==> src/rtl/i2s_tx.sv <==
// ---------------------------------------------------------------------------
// i2s_tx
//
// Purpose:
//   Serialises the mono sample stream coming out of the effects pipeline onto
//   a standard I2S (Philips) link towards an external DAC/codec. The block is
//   the interface master: it derives the bit clock and word select from the
//   system clock. The latched sample is sent in both the left and the right
//   slot. The input has no backpressure, so a one-entry holding register sits
//   between the pipeline strobe and the frame register. Underrun and overrun
//   are reported as one-cycle pulses.
//
// Parameters:
//   fxp_size   - sample width in bits (two's complement)
//   clk_div    - system clocks per bit-clock half period (>= 1)
//   frame_bits - bit-clock periods per channel slot (>= fxp_size + 1)
//
// Ports:
//   clk           in   system clock
//   rst           in   asynchronous active-high reset
//   i_valid       in   one-cycle strobe, i_sample holds a new sample
//   i_sample      in   sample from the effects pipeline
//   o_bclk        out  I2S bit clock
//   o_lrclk       out  word select, 0 = left slot, 1 = right slot
//   o_sdata       out  serial data, MSB first, one-bit I2S delay
//   o_frame_start out  one-cycle pulse when a new frame sample is loaded
//   o_underrun    out  one-cycle pulse, frame load without a fresh sample
//   o_overrun     out  one-cycle pulse, i_valid while holding was still fresh
// ---------------------------------------------------------------------------
module i2s_tx #(
  parameter int fxp_size   = 16,
  parameter int clk_div    = 4,
  parameter int frame_bits = 32
) (
  input  logic                clk,
  input  logic                rst,
  input  logic                i_valid,
  input  logic [fxp_size-1:0] i_sample,
  output logic                o_bclk,
  output logic                o_lrclk,
  output logic                o_sdata,
  output logic                o_frame_start,
  output logic                o_underrun,
  output logic                o_overrun
);

  // A divider of 1 still needs a one-bit counter that simply stays at zero.
  localparam int DIV_W = (clk_div > 1) ? $clog2(clk_div) : 1;
  localparam int BIT_W = $clog2(2 * frame_bits);

  localparam logic [DIV_W-1:0] DIV_LAST     = DIV_W'(clk_div - 1);
  localparam logic [DIV_W-1:0] DIV_ONE      = DIV_W'(1);
  localparam logic [BIT_W-1:0] BIT_LAST     = BIT_W'(2 * frame_bits - 1);
  localparam logic [BIT_W-1:0] BIT_ONE      = BIT_W'(1);
  localparam logic [BIT_W-1:0] FRAME_BITS_C = BIT_W'(frame_bits);

  // Clock generation state
  logic [DIV_W-1:0]    div_cnt_q, div_cnt_d;
  logic                bclk_q, bclk_d;
  logic [BIT_W-1:0]    bit_cnt_q, bit_cnt_d;
  logic                lrclk_q, lrclk_d;
  logic                sdata_q, sdata_d;

  // Sample buffering state
  logic [fxp_size-1:0] hold_q, hold_d;
  logic [fxp_size-1:0] frame_q, frame_d;
  logic                fresh_q, fresh_d;

  // Registered status pulses
  logic                frame_start_q, frame_start_d;
  logic                underrun_q, underrun_d;
  logic                overrun_q, overrun_d;

  // Internal decode
  logic                div_wrap;
  logic                fall_evt;
  logic                load_evt;
  logic [BIT_W-1:0]    bit_cnt_next;
  logic [BIT_W-1:0]    slot_pos;
  logic                serial_bit;

  // Bit-clock divider and event decode. A fall event is the divider wrap
  // that takes bclk from 1 to 0; every other piece of state in the block
  // only moves on that cycle, so sdata and lrclk change while bclk is low and
  // are stable at the following rising edge. The frame load is the fall
  // event on which the bit counter wraps back to slot position 0.
  always_comb begin
    div_wrap     = (div_cnt_q == DIV_LAST);
    fall_evt     = div_wrap && bclk_q;
    div_cnt_d    = div_wrap ? '0 : (div_cnt_q + DIV_ONE);
    bclk_d       = div_wrap ? ~bclk_q : bclk_q;
    bit_cnt_next = (bit_cnt_q == BIT_LAST) ? '0 : (bit_cnt_q + BIT_ONE);
    load_evt     = fall_evt && (bit_cnt_q == BIT_LAST);
    bit_cnt_d    = fall_evt ? bit_cnt_next : bit_cnt_q;
  end

  // Serial data selection for the bit that starts on this fall event.
  // Position 0 of each slot is the one-bit I2S delay, positions 1..fxp_size
  // carry the sample MSB first, and the tail of the slot is zero padded.
  // The loop form avoids a subtracted variable index into the frame.
  always_comb begin
    slot_pos   = (bit_cnt_next >= FRAME_BITS_C) ? (bit_cnt_next - FRAME_BITS_C)
                                                : bit_cnt_next;
    serial_bit = 1'b0;
    for (int i = 0; i < fxp_size; i++) begin
      if (slot_pos == BIT_W'(fxp_size - i)) begin
        serial_bit = frame_q[i];
      end
    end
  end

  // Output line registers: word select reflects which half of the frame the
  // next bit belongs to, data is the bit picked above.
  always_comb begin
    lrclk_d = lrclk_q;
    sdata_d = sdata_q;
    if (fall_evt) begin
      lrclk_d = (bit_cnt_next >= FRAME_BITS_C);
      sdata_d = serial_bit;
    end
  end

  // Holding register and frame load.
  // On a load the frame takes the held sample if one arrived since the last
  // load; otherwise the old frame is sent again and an underrun is flagged.
  // A strobe that lands exactly on the load cycle goes straight into the
  // frame, which counts as neither underrun nor overrun and leaves nothing
  // fresh behind. Away from a load, a strobe overwrites the holding register
  // and flags an overrun if the previous sample was never consumed.
  always_comb begin
    hold_d        = hold_q;
    frame_d       = frame_q;
    fresh_d       = fresh_q;
    frame_start_d = load_evt;
    underrun_d    = 1'b0;
    overrun_d     = 1'b0;
    if (load_evt) begin
      fresh_d = 1'b0;
      if (i_valid) begin
        frame_d = i_sample;
      end else if (fresh_q) begin
        frame_d = hold_q;
      end else begin
        underrun_d = 1'b1;
      end
    end else if (i_valid) begin
      hold_d    = i_sample;
      fresh_d   = 1'b1;
      overrun_d = fresh_q;
    end
  end

  // State register. Reset drops the line to idle at once and parks the bit
  // counter on the last position, so the first fall event after release is
  // a frame load.
  always_ff @(posedge clk or posedge rst) begin
    if (rst) begin
      div_cnt_q     <= '0;
      bclk_q        <= 1'b0;
      bit_cnt_q     <= BIT_LAST;
      lrclk_q       <= 1'b0;
      sdata_q       <= 1'b0;
      hold_q        <= '0;
      frame_q       <= '0;
      fresh_q       <= 1'b0;
      frame_start_q <= 1'b0;
      underrun_q    <= 1'b0;
      overrun_q     <= 1'b0;
    end else begin
      div_cnt_q     <= div_cnt_d;
      bclk_q        <= bclk_d;
      bit_cnt_q     <= bit_cnt_d;
      lrclk_q       <= lrclk_d;
      sdata_q       <= sdata_d;
      hold_q        <= hold_d;
      frame_q       <= frame_d;
      fresh_q       <= fresh_d;
      frame_start_q <= frame_start_d;
      underrun_q    <= underrun_d;
      overrun_q     <= overrun_d;
    end
  end

  assign o_bclk        = bclk_q;
  assign o_lrclk       = lrclk_q;
  assign o_sdata       = sdata_q;
  assign o_frame_start = frame_start_q;
  assign o_underrun    = underrun_q;
  assign o_overrun     = overrun_q;

endmodule

==> config.mk <==
export PLATFORM = sky130hd
export DESIGN_NAME = i2s_tx
export DESIGN_NICKNAME = d
export VERILOG_FILES = /design/src/rtl/i2s_tx.sv
export SDC_FILE = /design/constraint.sdc
export NUM_CORES = 1
export LEC_CHECK = 0
export CAP_MARGIN = 15
export CELL_PAD_IN_SITES_DETAIL_PLACEMENT = 1
export CELL_PAD_IN_SITES_GLOBAL_PLACEMENT = 2
export CORE_AREA = 10 10 90 92
export CTS_CLUSTER_DIAMETER = 30
export DETAILED_ROUTE_END_ITERATION = 8
export DIE_AREA = 0 0 100 102
export PLACE_DENSITY = 0.88
export SKIP_LAST_GASP = 1
export SLEW_MARGIN = 20
export SYNTH_ARGS = -nofsm -noshare
export SYNTH_HDL_FRONTEND = slang
export SYNTH_SLANG_ARGS = --single-unit
==> constraint.sdc <==
create_clock -name clk -period 3.3 [get_ports clk]
set_input_delay 0.495 -clock clk [delete_from_list [all_inputs] [get_ports clk]]
set_output_delay 0.495 -clock clk [all_outputs]
set_load 0.005 [all_outputs]
==> out/results.ini, run 1 <==
[critical_path]
r2r_cells = 6
cp_cell_sequence = ha_1, and3_4, nand2_4, nor2_4, nor2_1, a21oi_1
crit_required_ns = 3.52
crit_type = register to register
crit_path_max_incr_delay_ns = 0.60
crit_fanout = 32
crit_slowest_cell = dfstp_2
end_kind = register
arrival_ns = 2.46
crit_path_start_kind = register

[pwr]
switching_share = 0.239
p_int_uw = 850
p_per_area_mw_per_mm2 = 402
clkPwrFrac = 0.330
p_total_uw = 1120
seq_power_share = 0.563
peakVddDrop_v = 0.000269
p_comb_frac = 0.108
power_switching_uw = 267
leakagePower_uw = 0.00122

[sta]
report.final.slew_viol_count = 0
tightest_slew_ns = 0.977
setup-tns-final_ns = 0
slew_headroom = 0.348
rsz0062_at_grt = no
hold_violations = 0
fmax_mhz = 446
min_period_over_period = 0.679
finClkSkew_ns = 0.00326
setup_viol = 0
setup_slack_ns = 1.06
period_needed_ns = 2.24

[drt]
drtPass1Iterations = 4
drt_wl_total_um = 5100
drc = 0
viasPerCell = 5.31
wl_per_cell_um = 16.0
ant_nets = 0
vias = 1688
drtIter0Drc = 79

[yosys]
ys_seq_elements = 47
synth_cell_type_count = 45
avgSynthCellArea_um2 = 11.0
synth_top_family_by_area = multiplexers
yosysMostFrequentCell = dfrtp_1
synthSimpleGateAreaFrac = 0.117
seq_area_frac_synth = 0.484
synth_area_leaders = dfrtp_1 (42%), mux2i_1 (7.0%), dfstp_2 (6.4%)
synth_top_cell_by_area = dfrtp_1
syn_area_mm2 = 0.00244
ys_warn_count = 0
ys.flop_type = dfrtp_1
syn_nets = 247
synth_top_cell_area_share = 0.420
synth-adder-area-share = 0.0307
synth_enable_flop_cells = 0
synthArstFlopShare = 1.00
synth_compound_area_frac = 0.134
synth_xor_xnor_area_share = 0.0210
yosys-top-cells-count = dfrtp_1 (41), a21oi_1 (26), nor2_1 (25), mux2i_1 (17), o21ai_0 (12)
muxShareOfSynthArea = 0.159
synthCells = 222

[min_path]
hold_depth = 1
min_path_type = register to register

[clocking]
postCtsSetupRepairBufs = 0
cts.clk_slew.worst_paths_ns = 0.09
insertion_delay_ns = 0.30
cts_resized = 0
cts_root_buf = clkbuf_8
clock_sinks = 47
ctsHoldBuffers = 0
h-tree-depth = 2
cts_tree = yes
cts.path.max_buffers = 2
cts_buffers = 5

[job]
maxCapViolations = 0

[global_routing]
grt_util_all_layers = 0.105
grt_pass1_wl_um = 8810
antenna_found_initial = 0
grt_pass1_vias = 1871
grt_max_degree = 48
grt.overflow.total = 0

[cells_and_area]
nNetsFinal = 265
fillers = 685
drive_above_1_share = 0.166
syn_to_final_growth_pct = 13.7
antenna_cells = 0
fin_area_mm2 = 0.00278

[floorplan]
core-area_mm2 = 0.00628
rows = 29
start_util = 0.389
fp.dieH_um = 102
io_pins = 25
die_x_um = 100
dieArea_mm2 = 0.0102

[place]
io_buffers = 24
dp_hpwl_um = 3560
placed_area_mm2 = 0.00268
pre_cts_slack_ns = 1.05
place.gp.congestion = 0.800

[status]
status = finished clean

[placed cells by master, fill, tap and decap left out, types with 2 or more instances in the layout]
| cell | Yosys | final |
|---|---|---|
| mux2_2 | 6 | 6 |
| ha_1 | 6 | 6 |
| mux2i_1 | 17 | 17 |
| clkbuf_8 | 0 | 6 |
| dfrtp_1 | 41 | 41 |
| nor2_1 | 25 | 25 |
| mux2_4 | 10 | 10 |
| xnor2_1 | 3 | 3 |
| a31oi_1 | 2 | 2 |
| a21oi_1 | 26 | 26 |
| o21ai_0 | 12 | 12 |
| nand2_4 | 2 | 2 |
| nor3_1 | 3 | 3 |
| dfstp_2 | 6 | 6 |
| and3_1 | 2 | 2 |
| and2_1 | 3 | 3 |
| clkdlybuf4s50_1 | 0 | 24 |
| a221oi_1 | 2 | 2 |
| nand2_1 | 10 | 10 |
| inv_1 | 8 | 7 |
| nand3_1 | 3 | 3 |
[logic make-up (layout without fill, tap and decap cells)]
group | after synthesis | count (layout)
and+or+nand+nor | 57 | 57
DFF | 47 | 47
muxes | 33 | 33
xor gates and xnor gates | 5 | 5
AOI/OAI and AO/OA | 52 | 52
buffers and inverters | 22 | 41
adders and majority gates | 6 | 6
[registers in the layout, summed over array words and instances (netlist names)]
| name | flops |
|---|---|
| frame_q | 16 |
| hold_q | 16 |
| bit_cnt_q | 6 |
| div_cnt_q | 2 |
| fresh_q | 1 |
| o_bclk | 1 |
| o_frame_start | 1 |
| o_lrclk | 1 |
| o_overrun | 1 |
| o_sdata | 1 |
| o_underrun | 1 |
[critical path: cells and delay by family, from the launching register on]
kind	cells	cell delay, ns
and+or+nand+nor	4	1.00
AOI/OAI and AO/OA	1	0.16
adders and majority gates	1	0.39
DFF	1	0.60
[through the flow]
step	util	std cells	hold WS (ns)
2_1_floorplan	-	222	0.403
3_3_place_gp	0.428	310	0.414
3_5_place_dp	0.428	310	0.427
4_1_cts	0.443	318	0.440
5_1_grt	0.443	318	0.465
6_report	0.443	318	0.439
[area by class of cell]
type                            instances  area [um^2]  area share
Clock buffer                            7         86.3      0.0311
Multi-Input combinational cell        153         1130       0.405
Sequential cell                        47         1180       0.426
Clock inverter                          1         8.76     0.00315
Tap cell                               77         96.3      0.0347
Timing Repair Buffer                   25          248      0.0891
Inverter                                8         30.0      0.0108
[power by group through the flow]
| stage | combinational, uW | clock, uW | sequential, uW |
|---|---|---|---|
| floorplan | 80.8 | 0 | 633 |
| global placement | 118 | 0 | 637 |
| detailed placement | 121 | 0 | 639 |
| CTS | 122 | 382 | 628 |
| global route | 133 | 404 | 633 |
| finish | 120 | 368 | 628 |
[final timing paths]
check / slack, ns / startpoint / endpoint
worst max-delay path: 1.06 / bit_cnt_q[0]$_DFFE_PP1P_ / frame_q[4]$_DFFE_PP0P_
worst min-delay path: 0.44 / div_cnt_q[0]$_DFF_PP0_ / div_cnt_q[0]$_DFF_PP0_
worst max register to register: 1.06 / bit_cnt_q[0]$_DFFE_PP1P_ / frame_q[4]$_DFFE_PP0P_
worst min register to register: 0.44 / div_cnt_q[0]$_DFF_PP0_ / div_cnt_q[0]$_DFF_PP0_
max in group asynchronous: 1.96 / rst / hold_q[3]$_DFFE_PP0P_
min in group asynchronous: 0.74 / rst / hold_q[11]$_DFFE_PP0P_
[routing by layer]
metal	vias to the layer above	track usage	routed length, um
li1	816	-	-
met1	836	0.126	2300
met2	26	0.177	2520
met3	10	0.0229	151
met4	0	0.0457	126
met5	-	0	0
(Power assumes the default switching activity.)
==> run 2, diff against run 1 <==
--- a/config.mk
+++ b/config.mk
@@ -8,11 +8,11 @@
 export CAP_MARGIN = 15
 export CELL_PAD_IN_SITES_DETAIL_PLACEMENT = 1
 export CELL_PAD_IN_SITES_GLOBAL_PLACEMENT = 2
-export CORE_AREA = 10 10 90 92
+export CORE_AREA = 10 10 93 95
 export CTS_CLUSTER_DIAMETER = 30
 export DETAILED_ROUTE_END_ITERATION = 8
-export DIE_AREA = 0 0 100 102
-export PLACE_DENSITY = 0.88
+export DIE_AREA = 0 0 103 105
+export PLACE_DENSITY = 0.83
 export SKIP_LAST_GASP = 1
 export SLEW_MARGIN = 20
 export SYNTH_ARGS = -nofsm -noshare
==> constraint.sdc (replaced) <==
create_clock -name clk -period 2.1 [get_ports clk]
set_input_delay 0.315 -clock clk [delete_from_list [all_inputs] [get_ports clk]]
set_output_delay 0.315 -clock clk [all_outputs]
set_load 0.005 [all_outputs]
==> out/results.ini, run 2 (synthesis gave the netlist of run 1 again) <==
[global_routing]
grt_pass1_wl_um = 8840  ; +0.31%
grt_max_degree = 34  ; -29%
antenna_found_initial = 0  ; unchanged
grt.overflow.total = 0  ; unchanged
grt_util_all_layers = 0.0991  ; -0.00567
grt_pass1_vias = 1790  ; -4.3%

[critical_path]
r2r_cells = 7  ; +1
crit_type = register to register
arrival_ns = 2.19  ; -0.27 ns
crit_required_ns = 2.30  ; -1.22 ns
crit_fanout = 9  ; -72%
end_kind = register
crit_path_start_kind = register

[clocking]
postCtsSetupRepairBufs = 0  ; unchanged
cts_buffers = 5  ; unchanged
cts_tree = yes
ctsHoldBuffers = 0  ; unchanged
insertion_delay_ns = 0.30  ; about the same
cts_resized = 0  ; unchanged
cts_root_buf = clkbuf_8
h-tree-depth = 2  ; unchanged
clock_sinks = 47  ; unchanged
cts.clk_slew.worst_paths_ns = 0.09  ; about the same
cts.path.max_buffers = 2  ; unchanged

[pwr]
p_per_area_mw_per_mm2 = 645  ; +60%
leakagePower_uw = 0.00128  ; +4.7%
peakVddDrop_v = 0.000360  ; +34%

[status]
status = finished clean

[cells_and_area]
nNetsFinal = 272  ; +2.6%
drive_above_1_share = 0.206  ; +0.0397
antenna_cells = 0  ; unchanged
final_util = 0.430  ; -0.0129
most-common-layout-cells = dfrtp_1 (41), a21oi_1 (26), nor2_1 (25), clkdlybuf4s50_1 (24), mux2i_1 (17)
layout_commonest_cell = dfrtp_1
top_regs = frame_q (16), hold_q (16), bit_cnt_q (6)
syn_to_final_growth_pct = 18.8

[sta]
hold_violations = 0  ; unchanged
setup_slack_ns = 0.108  ; -0.951 ns
period_needed_ns = 1.99  ; -0.249 ns
min_period_over_period = 0.949  ; +0.270
setup_viol = 0  ; unchanged
report.final.slew_viol_count = 0  ; unchanged
slew_headroom = 0.753  ; +0.405
tightest_slew_ns = 0.371  ; -0.606 ns
rsz0062_at_grt = yes
finClkSkew_ns = 0.00473  ; +0.00147 ns
fmax_mhz = 502  ; +12%
setup-tns-final_ns = 0  ; unchanged

[floorplan]
rows = 30  ; +3.4%
fp.dieH_um = 105  ; +2.9%
dieArea_mm2 = 0.0108  ; +6.0%
start_util = 0.362  ; -0.0276
die_x_um = 103  ; +3.0%
io_pins = 25  ; unchanged
core-area_mm2 = 0.00676  ; +7.6%

[drt]
drtIter0Drc = 44  ; -44%
vias = 1680  ; -0.47%
wl_per_cell_um = 15.5  ; -3.4%
ant_nets = 0  ; unchanged
viasPerCell = 5.12  ; -3.5%
drt_wl_total_um = 5080  ; -0.31%
drc = 0  ; unchanged
drtPass1Iterations = 4  ; unchanged

[place]
place.gp.congestion = 0.813  ; +1.6%
pre_cts_slack_ns = 0.0401  ; -1.01 ns
io_buffers = 24  ; unchanged
dp_hpwl_um = 3700  ; +4.0%

[min_path]
min_path_type = input port to asynchronous set/reset pin

[job]
maxCapViolations = 0  ; unchanged

==> run 2: stage by stage <==
stage                     total power (uW)  instances  area (um^2)  hold WS [ns]
after floorplan                       1120        222         2440         0.403
after global placement                1190        320         2770         0.416
after detailed placement              1200        320         2770         0.422
after CTS                             1900        328         2880         0.301
after global routing                  1960        328         2900         0.311
final                                 1870        328         2900         0.296
==> run 2: where the power goes <==
| part | internal, uW | switching [uW] | leakage, uW |
|---|---|---|---|
| sequential | 957 | 28.4 | 0.000564 |
| clock | 385 | 308 | 0.0000612 |
| combinational | 112 | 81.2 | 0.000654 |
==> run 2: final timing paths <==
path                                     startpoint                  endpoint  slack (ns)
setup / recovery           bit_cnt_q[0]$_DFFE_PP1P_       o_sdata$_DFFE_PP0P_        0.11
max in group asynchronous                       rst  bit_cnt_q[2]$_DFFE_PP1P_        1.25
min in group clk             div_cnt_q[0]$_DFF_PP0_    div_cnt_q[0]$_DFF_PP0_        0.43
hold reg to reg              div_cnt_q[0]$_DFF_PP0_    div_cnt_q[0]$_DFF_PP0_        0.43
setup reg to reg           bit_cnt_q[0]$_DFFE_PP1P_       o_sdata$_DFFE_PP0P_        0.11
hold / removal                                  rst     hold_q[9]$_DFFE_PP0P_        0.30
==> run 2: metal layers <==
metal | vias to the layer above | GRT usage | part of all wire
li1 | 825 | - | -
met1 | 824 | 0.134 | 0.50
met2 | 21 | 0.149 | 0.46
met3 | 10 | 0.0204 | 0.023
met4 | 0 | 0.0388 | 0.018
met5 | - | 0 | 0
==> run 2: area by class of cell <==
class / instances / area, um^2
Fill cell: 740 / 3850
Timing Repair Buffer: 32 / 325
Multi-Input combinational cell: 153 / 1150
Inverter: 8 / 30.0
Clock buffer: 6 / 82.6
Clock inverter: 2 / 35.0
Tap cell: 80 / 100
Sequential cell: 47 / 1180
==> run 2: critical path, cell delays in order, from the launching register on <==
cell	delay [ns]
dfstp_2	0.60
inv_1	0.09
ha_2	0.25
a221oi_1	0.32
a21oi_1	0.07
a31oi_1	0.15
o21ai_0	0.11
o41ai_2	0.29
==> run 3, diff against run 2 <==
--- a/config.mk
+++ b/config.mk
@@ -12,7 +12,7 @@
 export CTS_CLUSTER_DIAMETER = 30
 export DETAILED_ROUTE_END_ITERATION = 8
 export DIE_AREA = 0 0 103 105
-export PLACE_DENSITY = 0.83
+export PLACE_DENSITY_LB_ADDON = 0.2
 export SKIP_LAST_GASP = 1
 export SLEW_MARGIN = 20
 export SYNTH_ARGS = -nofsm -noshare
==> out/results.ini, run 3 (synthesis gave the netlist of run 1 again) <==
[status]
status = finished clean

[clocking]
clock_sinks = 47  ; unchanged
ctsHoldBuffers = 0  ; unchanged
cts_tree = yes
cts_buffers = 5  ; unchanged
cts.path.max_buffers = 2  ; unchanged
cts_root_buf = clkbuf_8
cts.clk_slew.worst_paths_ns = 0.10  ; about the same
insertion_delay_ns = 0.31  ; about the same
h-tree-depth = 2  ; unchanged

[cells_and_area]
syn_to_final_growth_pct = 20.8
most-common-layout-cells = dfrtp_1 (41), a21oi_1 (26), nor2_1 (25), clkdlybuf4s50_1 (24), mux2i_1 (17)
top_regs = frame_q (16), hold_q (16), bit_cnt_q (6)
nNetsFinal = 274  ; +0.74%
antenna_cells = 0  ; unchanged
fillers = 765  ; +3.4%
drive_above_1_share = 0.232  ; +0.0264
layout_commonest_cell = dfrtp_1

[global_routing]
grt_pass1_wl_um = 9040  ; +2.3%
antenna_found_initial = 0  ; unchanged
grt_pass1_vias = 1824  ; +1.9%
grt.overflow.total = 0  ; unchanged
grt_max_degree = 33  ; -2.9%
grt_util_all_layers = 0.101  ; +0.00231

[sta]
hold_violations = 0  ; unchanged
report.final.slew_viol_count = 0  ; unchanged
setup_viol = 0  ; unchanged
min_period_over_period = 0.953  ; +0.00482
finClkSkew_ns = 0.0111  ; +0.00639 ns
tightest_slew_ns = 0.392  ; +0.0215 ns
slew_headroom = 0.738  ; -0.0144
setup_slack_ns = 0.0980  ; -0.0101 ns
timing.hold.ws_ns = 0.300  ; +0.00428 ns
fmax_mhz = 499  ; -0.51%
period_needed_ns = 2.00  ; +0.0101 ns

[drt]
drtIter0Drc = 44  ; unchanged
drtPass1Iterations = 4  ; unchanged
vias = 1682  ; +0.12%
drc = 0  ; unchanged
wl_per_cell_um = 15.7  ; +1.6%
ant_nets = 0  ; unchanged
drt_wl_total_um = 5200  ; +2.2%
viasPerCell = 5.10  ; -0.49%

[place]
io_buffers = 24  ; unchanged
pre_cts_slack_ns = 0.0521  ; +0.0120 ns
dp_hpwl_um = 3660  ; -1.0%
place.gp.congestion = 0.827  ; +1.7%

[floorplan]
rows = 30  ; unchanged
core-area_mm2 = 0.00676  ; unchanged
start_util = 0.362  ; unchanged
fp.dieH_um = 105  ; unchanged
die_x_um = 103  ; unchanged
dieArea_mm2 = 0.0108  ; unchanged
io_pins = 25  ; unchanged

[min_path]
min_path_type = input port to asynchronous set/reset pin

[critical_path]
crit_path_start_kind = register
r2r_cells = 9  ; +2
crit_type = register to register
crit_fanout = 7  ; -2
crit_required_ns = 2.28  ; -0.02 ns
arrival_ns = 2.18  ; about the same
end_kind = register

[pwr]
leakagePower_uw = 0.00128  ; +0.32%
p_total_uw = 1870  ; about the same
peakVddDrop_v = 0.000347  ; -3.6%
p_per_area_mw_per_mm2 = 634  ; -1.6%

[job]
maxCapViolations = 0  ; unchanged

run 3: changes by cell type in the layout (fill, tap and decap cells not counted), sizes merged:
cell    before  now
inv          8    9
buf          8   10
clkbuf       6    5
run 3: timing repair:
action                     4_1_cts  5_1_grt
setup endpoints to repair        0        1
buffers inserted                 0        4
resized for setup                0       16
run 3: layout make-up:
cell class | instances | area, um^2 | area share
clock buffer | 5 | 68.8 | 0.0233
clock inverter | 3 | 47.5 | 0.0161
inverter | 8 | 32.5 | 0.0110
multi-input combinational | 153 | 1180 | 0.399
sequential | 47 | 1180 | 0.401
tap | 80 | 100 | 0.0339
timing repair buffer | 34 | 344 | 0.116
run 3: worst max-delay path: stages (launching register included):
cell and delay (ns):
dfstp_2 0.58, buf_4 0.14, ha_4 0.16, buf_6 0.12, and2_1 0.15, a21oi_1 0.07, o32ai_1 0.32, o31ai_1 0.12
o21ai_1 0.11, o41ai_2 0.10
run 3: per-stage QoR:
| stage | setup TNS (ns) | util | std cells | instance area (um^2) |
|---|---|---|---|---|
| global placement | 0 | 0.407 | 318 | 2750 |
| finish | 0 | 0.437 | 330 | 2950 |
| detailed placement | 0 | 0.407 | 318 | 2750 |
| global route | -0.0433 | 0.437 | 330 | 2950 |
| floorplan | 0 | - | 222 | 2440 |
| CTS | 0 | 0.424 | 326 | 2870 |
run 3: power breakdown:
group / internal (uW) / switching [uW]
Clock: 361 / 333
Combinational: 111 / 80.7
Sequential: 958 / 29.8
run 3: final timing paths:
| path | from | endpoint | slack (ns) |
|---|---|---|---|
| min in group clk | div_cnt_q[0]$_DFF_PP0_ | div_cnt_q[0]$_DFF_PP0_ | 0.43 |
| max in group asynchronous | rst | bit_cnt_q[3]$_DFFE_PP1P_ | 1.23 |
| worst max-delay path | bit_cnt_q[1]$_DFFE_PP1P_ | o_sdata$_DFFE_PP0P_ | 0.1 |
| worst min register to register | div_cnt_q[0]$_DFF_PP0_ | div_cnt_q[0]$_DFF_PP0_ | 0.43 |
| worst min-delay path | rst | hold_q[12]$_DFFE_PP0P_ | 0.30 |
| worst max register to register | bit_cnt_q[1]$_DFFE_PP1P_ | o_sdata$_DFFE_PP0P_ | 0.1 |
run 3: layer usage:
layer | vias to the layer above | GRT usage | wire (um)
met5 | - | 0 | 0
met1 | 821 | 0.142 | 2540
met4 | 0 | 0.0338 | 45
met2 | 21 | 0.149 | 2440
met3 | 4 | 0.0224 | 162
li1 | 836 | - | -
